### config.mk
export PLATFORM = sky130hd
export DESIGN_NAME = mem_access_unit
export DESIGN_NICKNAME = d
export VERILOG_FILES = /design/src/rtl/mem_pkg.sv /design/src/rtl/mem_lane_align.sv /design/src/rtl/mem_access_unit.sv
export SDC_FILE = /design/constraint.sdc
export NUM_CORES = 1
export LEC_CHECK = 0
export CORE_UTILIZATION = 48
export CTS_CLUSTER_SIZE = 10
export DETAILED_ROUTE_END_ITERATION = 12
export PLACE_DENSITY = 0.83
export SLEW_MARGIN = 20
export SYNTH_ARGS = -nofsm -noshare
export SYNTH_HDL_FRONTEND = slang
export SYNTH_HIERARCHICAL = 1
export SYNTH_SLANG_ARGS = --single-unit
### constraint.sdc
create_clock -name clk -period 6 [get_ports clk]
set_input_delay 1.2 -clock clk [delete_from_list [all_inputs] [get_ports clk]]
set_output_delay 1.2 -clock clk [all_outputs]
set_load 0.01 [all_outputs]
### src/rtl/mem_pkg.sv
// Shared definitions for the MEM-stage load/store engine: size codes, FSM
// states and the byte-lane strobe mask helper.
package mem_pkg;

    localparam logic [1:0] SIZE_B = 2'd0;
    localparam logic [1:0] SIZE_H = 2'd1;
    localparam logic [1:0] SIZE_W = 2'd2;
    localparam logic [1:0] SIZE_D = 2'd3;

    typedef enum logic [1:0] {
        ST_IDLE = 2'd0,
        ST_WAIT = 2'd1,
        ST_DONE = 2'd2
    } mem_state_e;

    // Lanes off .. off+n-1 set; bits above the bus width flag a spilling access.
    function automatic logic [7:0] strobe_mask(input logic [1:0] size, input logic [2:0] off);
        logic [15:0] w_mask;
        w_mask = ((16'd1 << (5'd1 << size)) - 16'd1) << off;
        return w_mask[7:0];
    endfunction

endpackage

### src/rtl/mem_lane_align.sv
// Combinational byte-lane steering: store strobes and replication, misalignment
// detection, and load extraction with sign/zero extension.
module mem_lane_align import mem_pkg::*; #(
    parameter int DATA_WIDTH = 32
) (
    input  logic [2:0]                       i_addr_lo,
    input  logic [1:0]                       i_size,
    input  logic [DATA_WIDTH-1:0]            i_wdata,
    input  logic [$clog2(DATA_WIDTH/8)-1:0]  i_ld_off,
    input  logic [1:0]                       i_ld_size,
    input  logic                             i_ld_sign,
    input  logic [DATA_WIDTH-1:0]            i_rdata,
    output logic [DATA_WIDTH/8-1:0]          o_strobe,
    output logic [DATA_WIDTH-1:0]            o_wdata_rep,
    output logic                             o_misaligned,
    output logic [DATA_WIDTH-1:0]            o_load_data
);
    localparam int BYTES = DATA_WIDTH / 8;
    localparam int OFFW  = $clog2(BYTES);

    logic [2:0]            w_align_mask;
    logic [2:0]            w_off3;
    logic [7:0]            w_mask8;
    logic [DATA_WIDTH-1:0] w_shift;
    logic [DATA_WIDTH-1:0] w_keep;
    logic                  w_msb;

    // Strobes and misalignment; a mask spilling past the bus means n > BYTES.
    always_comb begin
        w_off3 = 3'(i_addr_lo[OFFW-1:0]);
        w_mask8 = strobe_mask(i_size, w_off3);
        case (i_size)
            SIZE_B:  w_align_mask = 3'b000;
            SIZE_H:  w_align_mask = 3'b001;
            SIZE_W:  w_align_mask = 3'b011;
            default: w_align_mask = 3'b111;
        endcase
        o_strobe     = w_mask8[BYTES-1:0];
        o_misaligned = (|(i_addr_lo & w_align_mask)) | (|(w_mask8 >> BYTES));
    end

    // Replicate the low n bytes of store data across every lane.
    always_comb begin
        o_wdata_rep = '0;
        for (int i = 0; i < BYTES; i++) begin
            case (i_size)
                SIZE_B:  o_wdata_rep[8*i +: 8] = i_wdata[7:0];
                SIZE_H:  o_wdata_rep[8*i +: 8] = i_wdata[8*(i%2) +: 8];
                SIZE_W:  o_wdata_rep[8*i +: 8] = i_wdata[8*(i%4) +: 8];
                default: o_wdata_rep[8*i +: 8] = i_wdata[8*(i%8) +: 8];
            endcase
        end
    end

    // Shift the addressed lanes down, keep n bytes, extend from their top bit.
    always_comb begin
        w_shift = i_rdata >> {i_ld_off, 3'b000};
        case (i_ld_size)
            SIZE_B: begin
                w_keep = DATA_WIDTH'(64'h0000_0000_0000_00FF);
                w_msb  = w_shift[7];
            end
            SIZE_H: begin
                w_keep = DATA_WIDTH'(64'h0000_0000_0000_FFFF);
                w_msb  = w_shift[15];
            end
            SIZE_W: begin
                w_keep = DATA_WIDTH'(64'h0000_0000_FFFF_FFFF);
                w_msb  = w_shift[31];
            end
            default: begin
                w_keep = '1;
                w_msb  = w_shift[DATA_WIDTH-1];
            end
        endcase
        o_load_data = (w_shift & w_keep) | ({DATA_WIDTH{i_ld_sign & w_msb}} & ~w_keep);
    end

endmodule

### src/rtl/mem_access_unit.sv
// MEM-stage load/store engine: issues one registered byte-lane RAM access per
// request, stalls the pipeline until ready or timeout, and returns load data.
module mem_access_unit import mem_pkg::*; #(
    parameter int DATA_WIDTH     = 32,
    parameter int ADDR_WIDTH     = 32,
    parameter int TIMEOUT_CYCLES = 255
) (
    input  logic                    clk,
    input  logic                    rst,
    input  logic                    mem_valid,
    input  logic                    mem_read_flag,
    input  logic                    mem_write_flag,
    input  logic                    mem_sign_ext_flag,
    input  logic [1:0]              mem_size,
    input  logic [ADDR_WIDTH-1:0]   mem_addr,
    input  logic [DATA_WIDTH-1:0]   mem_write_data,
    input  logic                    flush,
    output logic                    stall_req,
    output logic [DATA_WIDTH-1:0]   load_data,
    output logic                    load_valid,
    output logic                    addr_error,
    output logic                    bus_error,
    output logic [ADDR_WIDTH-1:0]   bad_addr,
    output logic                    ram_en,
    output logic [DATA_WIDTH/8-1:0] ram_write_en,
    output logic [ADDR_WIDTH-1:0]   ram_addr,
    output logic [DATA_WIDTH-1:0]   ram_write_data,
    input  logic [DATA_WIDTH-1:0]   ram_read_data,
    input  logic                    ram_ready
);
    localparam int BYTES = DATA_WIDTH / 8;
    localparam int OFFW  = $clog2(BYTES);
    localparam int CW    = (TIMEOUT_CYCLES > 0) ? $clog2(TIMEOUT_CYCLES + 1) : 1;
    localparam logic [CW-1:0] TO_LAST = CW'((TIMEOUT_CYCLES > 0) ? TIMEOUT_CYCLES - 1 : 0);

    mem_state_e             r_state, w_next;
    logic [CW-1:0]          r_cnt;
    logic                   r_discard, r_is_read, r_ld_sign;
    logic [OFFW-1:0]        r_ld_off;
    logic [1:0]             r_ld_size;
    logic                   r_ram_en, r_load_valid, r_bus_error;
    logic [BYTES-1:0]       r_ram_we;
    logic [ADDR_WIDTH-1:0]  r_ram_addr, r_bad_addr;
    logic [DATA_WIDTH-1:0]  r_ram_wdata, r_load_data;

    logic                   w_access, w_issue, w_fault, w_complete, w_timeout;
    logic [BYTES-1:0]       w_strobe;
    logic [DATA_WIDTH-1:0]  w_wdata_rep, w_load_ext;
    logic                   w_misaligned;

    mem_lane_align #(.DATA_WIDTH(DATA_WIDTH)) u_align (
        .i_addr_lo    (mem_addr[2:0]),
        .i_size       (mem_size),
        .i_wdata      (mem_write_data),
        .i_ld_off     (r_ld_off),
        .i_ld_size    (r_ld_size),
        .i_ld_sign    (r_ld_sign),
        .i_rdata      (ram_read_data),
        .o_strobe     (w_strobe),
        .o_wdata_rep  (w_wdata_rep),
        .o_misaligned (w_misaligned),
        .o_load_data  (w_load_ext)
    );

    assign w_access = mem_valid & (mem_read_flag | mem_write_flag);

    // Next-state logic and the per-cycle events that drive the datapath.
    always_comb begin
        w_next     = r_state;
        w_issue    = 1'b0;
        w_fault    = 1'b0;
        w_complete = 1'b0;
        w_timeout  = 1'b0;
        case (r_state)
            ST_IDLE: begin
                if (w_access && !flush) begin
                    if (w_misaligned) begin
                        w_fault = 1'b1;
                    end else begin
                        w_issue = 1'b1;
                        w_next  = ST_WAIT;
                    end
                end else begin
                    w_next = ST_IDLE;
                end
            end
            ST_WAIT: begin
                if (ram_ready) begin
                    w_complete = 1'b1;
                    w_next     = ST_DONE;
                end else if ((TIMEOUT_CYCLES != 0) && (r_cnt == TO_LAST)) begin
                    w_timeout = 1'b1;
                    w_next    = ST_DONE;
                end else begin
                    w_next = ST_WAIT;
                end
            end
            ST_DONE: w_next = ST_IDLE;
            default: w_next = ST_IDLE;
        endcase
    end

    // Gated by reset so every output reads zero while reset is asserted.
    assign stall_req  = rst & (w_issue | (r_state == ST_WAIT));
    assign addr_error = rst & w_fault;

    // State register.
    always_ff @(posedge clk or negedge rst) begin
        if (!rst) r_state <= ST_IDLE;
        else      r_state <= w_next;
    end

    // Bus-side registers, timeout counter, discard flag and result registers.
    always_ff @(posedge clk or negedge rst) begin
        if (!rst) begin
            r_cnt        <= '0;
            r_discard    <= 1'b0;
            r_is_read    <= 1'b0;
            r_ld_off     <= '0;
            r_ld_size    <= SIZE_B;
            r_ld_sign    <= 1'b0;
            r_ram_en     <= 1'b0;
            r_ram_we     <= '0;
            r_ram_addr   <= '0;
            r_ram_wdata  <= '0;
            r_load_data  <= '0;
            r_load_valid <= 1'b0;
            r_bus_error  <= 1'b0;
            r_bad_addr   <= '0;
        end else begin
            r_load_valid <= 1'b0;
            r_bus_error  <= 1'b0;
            if (w_fault) r_bad_addr <= mem_addr;
            if (w_issue) begin
                r_ram_en    <= 1'b1;
                r_ram_we    <= mem_write_flag ? w_strobe : '0;
                r_ram_addr  <= {mem_addr[ADDR_WIDTH-1:OFFW], {OFFW{1'b0}}};
                r_ram_wdata <= w_wdata_rep;
                r_is_read   <= ~mem_write_flag;
                r_ld_off    <= mem_addr[OFFW-1:0];
                r_ld_size   <= mem_size;
                r_ld_sign   <= mem_sign_ext_flag;
                r_discard   <= 1'b0;
                r_cnt       <= '0;
            end
            if (r_state == ST_WAIT) begin
                r_cnt <= r_cnt + 1'b1;
                if (flush) r_discard <= 1'b1;
            end
            if (w_complete) begin
                r_ram_en <= 1'b0;
                r_ram_we <= '0;
                // A flush arriving on the ready cycle also discards the result.
                if (r_is_read && !r_discard && !flush) begin
                    r_load_data  <= w_load_ext;
                    r_load_valid <= 1'b1;
                end
            end
            if (w_timeout) begin
                r_ram_en    <= 1'b0;
                r_ram_we    <= '0;
                r_bus_error <= 1'b1;
                r_bad_addr  <= r_ram_addr;
                r_load_data <= '0;
            end
            if (r_state == ST_DONE) begin
                r_discard <= 1'b0;
                r_cnt     <= '0;
            end
        end
    end

    assign load_data      = r_load_data;
    assign load_valid     = r_load_valid;
    assign bus_error      = r_bus_error;
    assign bad_addr       = r_bad_addr;
    assign ram_en         = r_ram_en;
    assign ram_write_en   = r_ram_we;
    assign ram_addr       = r_ram_addr;
    assign ram_write_data = r_ram_wdata;

endmodule
* Word-level counts from Yosys, hierarchy flattened
Cells that the tools add are included.
** Storage, ports and cells
- Flip-flop bits (word level) :: 150
- Word-level logic and storage cells :: 102
** Operators by class
- Add/subtract/negate cells :: 2
- Equality and inequality tests :: 7
- Shift-type cells :: 4
- Mux-type cells :: 44
- Bitwise logic cells :: 13
- Reductions and logical operators :: 17
** Operators with widths (count)
- $mux 32 :: 5
- $and 32x32->32 :: 2
- $pmux 32 s2 :: 1
- $mux 8 :: 5
- $not 32->32 :: 1
- $or 32x32->32 :: 1
- $shr 32x5->32 :: 1
- $mux 1 :: 21
- $mux 4 :: 4
- $pmux 8 s2 :: 1
- $shl 1x5->16 const A :: 1
- $shl 16x2->8 :: 1
- $sub 16x1->16 const B :: 1
- $pmux 3 s3 :: 1
- $add 8x1->8 const B :: 1
- $eq 8x8->1 const B :: 1
- $mux 2 :: 4
- $eq 2x1->1 const B :: 3
- $logic_not 2->1 :: 3
- $reduce_bool 2->1 :: 3
- $reduce_bool 3->1 :: 2
- $shl 1x2->5 const A :: 1
- $and 1x1->1 :: 4
- $eq 2x2->1 const B :: 2
- other kinds (12) :: 17

* Logic depth before layout (Yosys ltp)
- Depth in word-level cells :: 13
- Mapped depth :: 9

* Modules after synthesis
Netlist, hierarchy kept.
** By module, submodules not included
- mem_access_unit :: times used 1, cells an instance 639, area an instance 6173.4 um^2, sequential area each 3753.6 um^2
- mem_lane_align :: times used 1, cells an instance 180, area an instance 1356.3 um^2, sequential area each 0.0 um^2

* Worst setup path after synthesis
Ideal clock, no wire load.
- Path type :: input port to output port
- From :: in mem_size[1]
- To :: out stall_req
- Arrival time :: 2.714 ns
- Required time :: 4.800 ns
- Path slack :: 2.086 ns
- Cell stages on the path :: 6
- Buffers on the path :: 2
- Cell sequence :: buf_2 -> nor2b_1 -> o22a_1 -> or4_1 -> buf_2 -> a21boi_0
** Between the ends
- Longest elaborated chain between the ends :: 11
** Ends and longest elaborated chain
- start, declared :: RTL line mem_access_unit.sv:14 : input logic [1:0] mem_size,
- $shl 1x2->5 :: RTL line mem_pkg.sv:19 : w_mask = ((16'd1 << (5'd1 << size)) - 16'd1) << off;
- $shl 1x5->16 :: RTL line mem_pkg.sv:19
- $sub 16x1->16 :: RTL line mem_pkg.sv:19
- $shl 16x2->8 :: RTL line mem_pkg.sv:19
- $reduce_or 4->1 :: RTL line mem_lane_align.sv:39 : o_misaligned = (|(i_addr_lo & w_align_mask)) | (|(w_mask8 >> BYTES));
- $or 1x1->1 (*) :: RTL line mem_lane_align.sv:39
- net w_misaligned :: RTL line mem_access_unit.sv:49 : logic w_misaligned;
- $mux 1 (*) :: RTL line mem_access_unit.sv:77 : if (w_misaligned) begin
- $mux 1 (*) :: RTL line mem_access_unit.sv:76 : if (w_access && !flush) begin
- $mux 1 (*) :: RTL line mem_access_unit.sv:74 : case (r_state)
- $or 1x1->1 (*) :: RTL line mem_access_unit.sv:104 : assign stall_req = rst & (w_issue | (r_state == ST_WAIT));
- $and 1x1->1 (*) :: RTL line mem_access_unit.sv:104
- end, declared :: RTL line mem_access_unit.sv:18 : output logic stall_req,
The timed path passes the listed nets; every way through them passes the cells marked *.

* Final worst setup path
- From :: in mem_addr[0]
- To :: out stall_req
** Between the ends
- Longest elaborated chain between the ends :: 8
** Ends and longest elaborated chain
- start, declared :: RTL line mem_access_unit.sv:15 : input logic [ADDR_WIDTH-1:0] mem_addr,
- $shl 16x2->8 / $and 3x3->3 (equally long branches) :: RTL line mem_pkg.sv:19, mem_lane_align.sv:39
- $reduce_or 4->1 / $reduce_or 3->1 (equally long branches) :: RTL line mem_lane_align.sv:39
- $or 1x1->1 (*) :: RTL line mem_lane_align.sv:39
- net w_misaligned :: RTL line mem_access_unit.sv:49
- $mux 1 (*) :: RTL line mem_access_unit.sv:77
- $mux 1 (*) :: RTL line mem_access_unit.sv:76
- $mux 1 (*) :: RTL line mem_access_unit.sv:74
- $or 1x1->1 (*) :: RTL line mem_access_unit.sv:104
- $and 1x1->1 (*) :: RTL line mem_access_unit.sv:104
Marked as above.

==> qor.txt <==
Crit. End Element = output pin
# rows = 45
Synth area leader = dfrtp_1
GRT Total Usage = 0.274
Total number of vias = 6741
GPL Wtd Cong = 0.884
CP Launch Type = input pin
Netlist Area Pre-Place = 7530 um^2
Unique cell type count in the Yosys netlist = 62
Post-synth EDFFs = 0
Routed Antenna Nets = 0
Gr ovfl total = 0
WL/cell = 17.2 um
Setup TNS = 0 ns
Predominant post-synthesis flop cell = dfrtp_1
CORE AREA = 15300 um^2
Warnings from Yosys = 6
Hold slack = 0.473 ns
Initial cell density of the core = 0.493
Drt via density = 5.40
Peak supply drop = 185 uV
Crit path time final = 4.90 ns
Crit-path cells = clkdlybuf4s50_1 -> nor2_1 -> nor2b_1 -> o22a_1 -> or4_2 -> a21boi_0 -> clkdlybuf4s50_1
Clock Skew = 0.00787 ns
Largest net degree at the start of global routing = 74
Initial antenna violation count = 1
Post-synthesis sequential area ratio = 0.499
Worst-Margin Slew = 0.968 ns
Ports = 243
1st-pass router iterations = 5
# setup viols final = 0
DRC viols = 0
Chip height = 127 um
Worst-skew pair later-pin latency = 0.42 ns
Fillers = 1209
Max frequency = 204 MHz
Post-route setup slack = 1.10 ns
Fin nets = 1132
Setup CP Type = input pin to output pin
Crit path largest cell delay = 0.69 ns
DRT iter0 DRCs = 574
Final WL = 21500 um
Pre-CTS WS = 1.13 ns
H-tree depth = 4
Syn Inst Count = 819
Vias in the first global route = 6600
Relative slew slack = 0.355
RSZ-0062 raised after global routing = false
Status = complete, no violations
CP max-delay cell = or4_2
Final Hold Vio Count = 0
Largest cells by area after synthesis = dfrtp_1 50%, nand2_1 15%, mux2_2 4.9%
Clock-pin slew on the worst setup and hold paths = 0.06 ns
Cell mode on critical path = clkdlybuf4s50_1
Port Buffers = 240
Worst path arrival time = 3.70 ns
Tcrit/Tclk final = 0.817
CTS Buf Count = 17
Pwr Density = 357 nW/um^2
Root buffer cell = clkbuf_16
Hold Crit Class = flip-flop to flip-flop
#FFs+latches synth = 150
Layout cells sized above 1 = 0.0906
Setup Buffers After CTS = 0
CTS sink cnt = 150
Synthesis-to-layout area growth = 38.9%
Die width = 127 um
Hold_buf cts = 0
Die area = 16200 um^2
Yosys top cell area share = 0.499
Ys async rst share = 1.00
Top fanout value on the critical path = 8
Max-slew violation count = 0
Leak pwr = 5.02 nW
Longest Clk Path Bufs = 2
Global-route wire length before repair = 34300 um
Critical Path RT = 4.80 ns
Max_cap viols = 0
DP HPWL = 14600 um
CTS tree = yes
Post_cts resized = 0
Syn Area/Cell = 9.19 um^2
routing by layer:
layer / vias to the layer above / share of wire / track usage
met5: - / 0 / 0
met4: 0 / 0.033 / 0.129
met3: 44 / 0.069 / 0.0678
met2: 277 / 0.49 / 0.455
met1: 3229 / 0.41 / 0.336
li1: 3191 / - / -
placed cells by master, fill, tap and decap left out, types with 4 or more instances in the layout:
cell,Yosys,routed
dfrtp_1,150,149
a221oi_1,8,8
mux2_2,33,33
nor3_1,4,4
inv_1,7,7
buf_4,18,9
a22oi_1,7,7
mux2i_1,15,15
nand4_1,10,10
nand2_1,302,302
a22o_1,32,32
o21ai_0,26,26
a21o_1,30,30
clkinvlp_4,0,4
clkdlybuf4s50_1,0,239
a21oi_1,12,12
clkbuf_16,0,17
nand3_1,50,50
nor2_1,13,13
cell usage after synthesis (2+ instances only):
cell type,n
nand4_1,10
o21ai_0,26
mux2i_1,15
nor2_2,2
nor2b_1,2
buf_2,20
a21o_1,30
nor4_1,2
mux2_2,33
nand2_1,302
and2b_2,2
a22oi_1,7
a31oi_1,3
ha_1,2
a22o_1,32
o22ai_1,3
nand3_1,50
buf_1,4
nor3_1,4
clkbuf_1,14
nor4_4,2
a221oi_1,8
dfrtp_1,150
nor2_1,13
inv_1,7
buf_4,18
a21oi_1,12
o21ai_1,2
o311ai_0,2
inv_2,2
buf_6,9
state kept, by name (all words and copies together) (netlist names):
signal          cells
r_is_read           1
r_ld_sign           1
r_state             2
bus_error           1
bad_addr           32
load_valid          1
r_cnt               8
r_discard           1
ram_addr           30
r_ld_off            2
ram_write_en        4
ram_en              1
r_ld_size           2
load_data          32
ram_write_data     32
worst paths after layout:
check,from,end,slack (ns),cells past startpoint
max in group asynchronous,rst,ram_write_data[13],3.61,3
worst max-delay path,mem_addr[0],stall_req,1.10,7
worst min register to register,bad_addr[30],bad_addr[30],0.47,1
worst max register to register,r_state[0],bad_addr[8],3.32,6
worst min-delay path,bad_addr[30],bad_addr[30],0.47,1
min in group asynchronous,rst,ram_addr[7],0.75,1
logic make-up (layout without fill, tap and decap cells):
kind of cell | count (synthesis) | in the layout | share of synthesized area
AOI/OAI and AO/OA | 133 | 133 | 0.128
muxes | 49 | 49 | 0.0713
and+or+nand+nor | 407 | 407 | 0.238
buffers and inverters | 76 | 293 | 0.0593
adders and majority gates | 2 | 2 | 0.00332
DFF | 150 | 150 | 0.499
xor gates and xnor gates | 1 | 1 | 0.00116
other | 1 | 3 | 0.000498
power by group:
| group | total [mW] | switching (mW) | internal, mW |
|---|---|---|---|
| registers | 1.48 | 0.215 | 1.26 |
| logic | 1.23 | 0.544 | 0.681 |
| clock network | 1.03 | 0.425 | 0.604 |
cell type report:
type / count / area (um^2) / share of cell area
Antenna cell: 1 / 2.50 / 0.000239
Clock buffer: 22 / 474 / 0.0453
Clock inverter: 10 / 96.3 / 0.00921
Inverter: 11 / 42.5 / 0.00407
Multi-Input combinational cell: 594 / 3330 / 0.319
Sequential cell: 150 / 3750 / 0.359
Tap cell: 211 / 264 / 0.0252
Timing Repair Buffer: 250 / 2490 / 0.238
worst max-delay path: cells and delay by family:
kind | cells | cell delay, ns
buffers and inverters | 2 | 1.10
AO/OA/AOI/OAI | 2 | 0.46
AND/OR/NAND/NOR | 3 | 0.95
through the flow:
stage | total power [mW] | instance area, um^2 | utilization | instances
final | 3.73 | 10500 | 0.686 | 1249
after floorplan | 2.03 | 7530 | - | 820
after global placement | 2.68 | 9890 | 0.648 | 1216
after global routing | 3.93 | 10500 | 0.686 | 1249
after detailed placement | 2.71 | 9890 | 0.648 | 1216
after CTS | 3.75 | 10500 | 0.685 | 1248
Power figures use the tool's default switching activity.
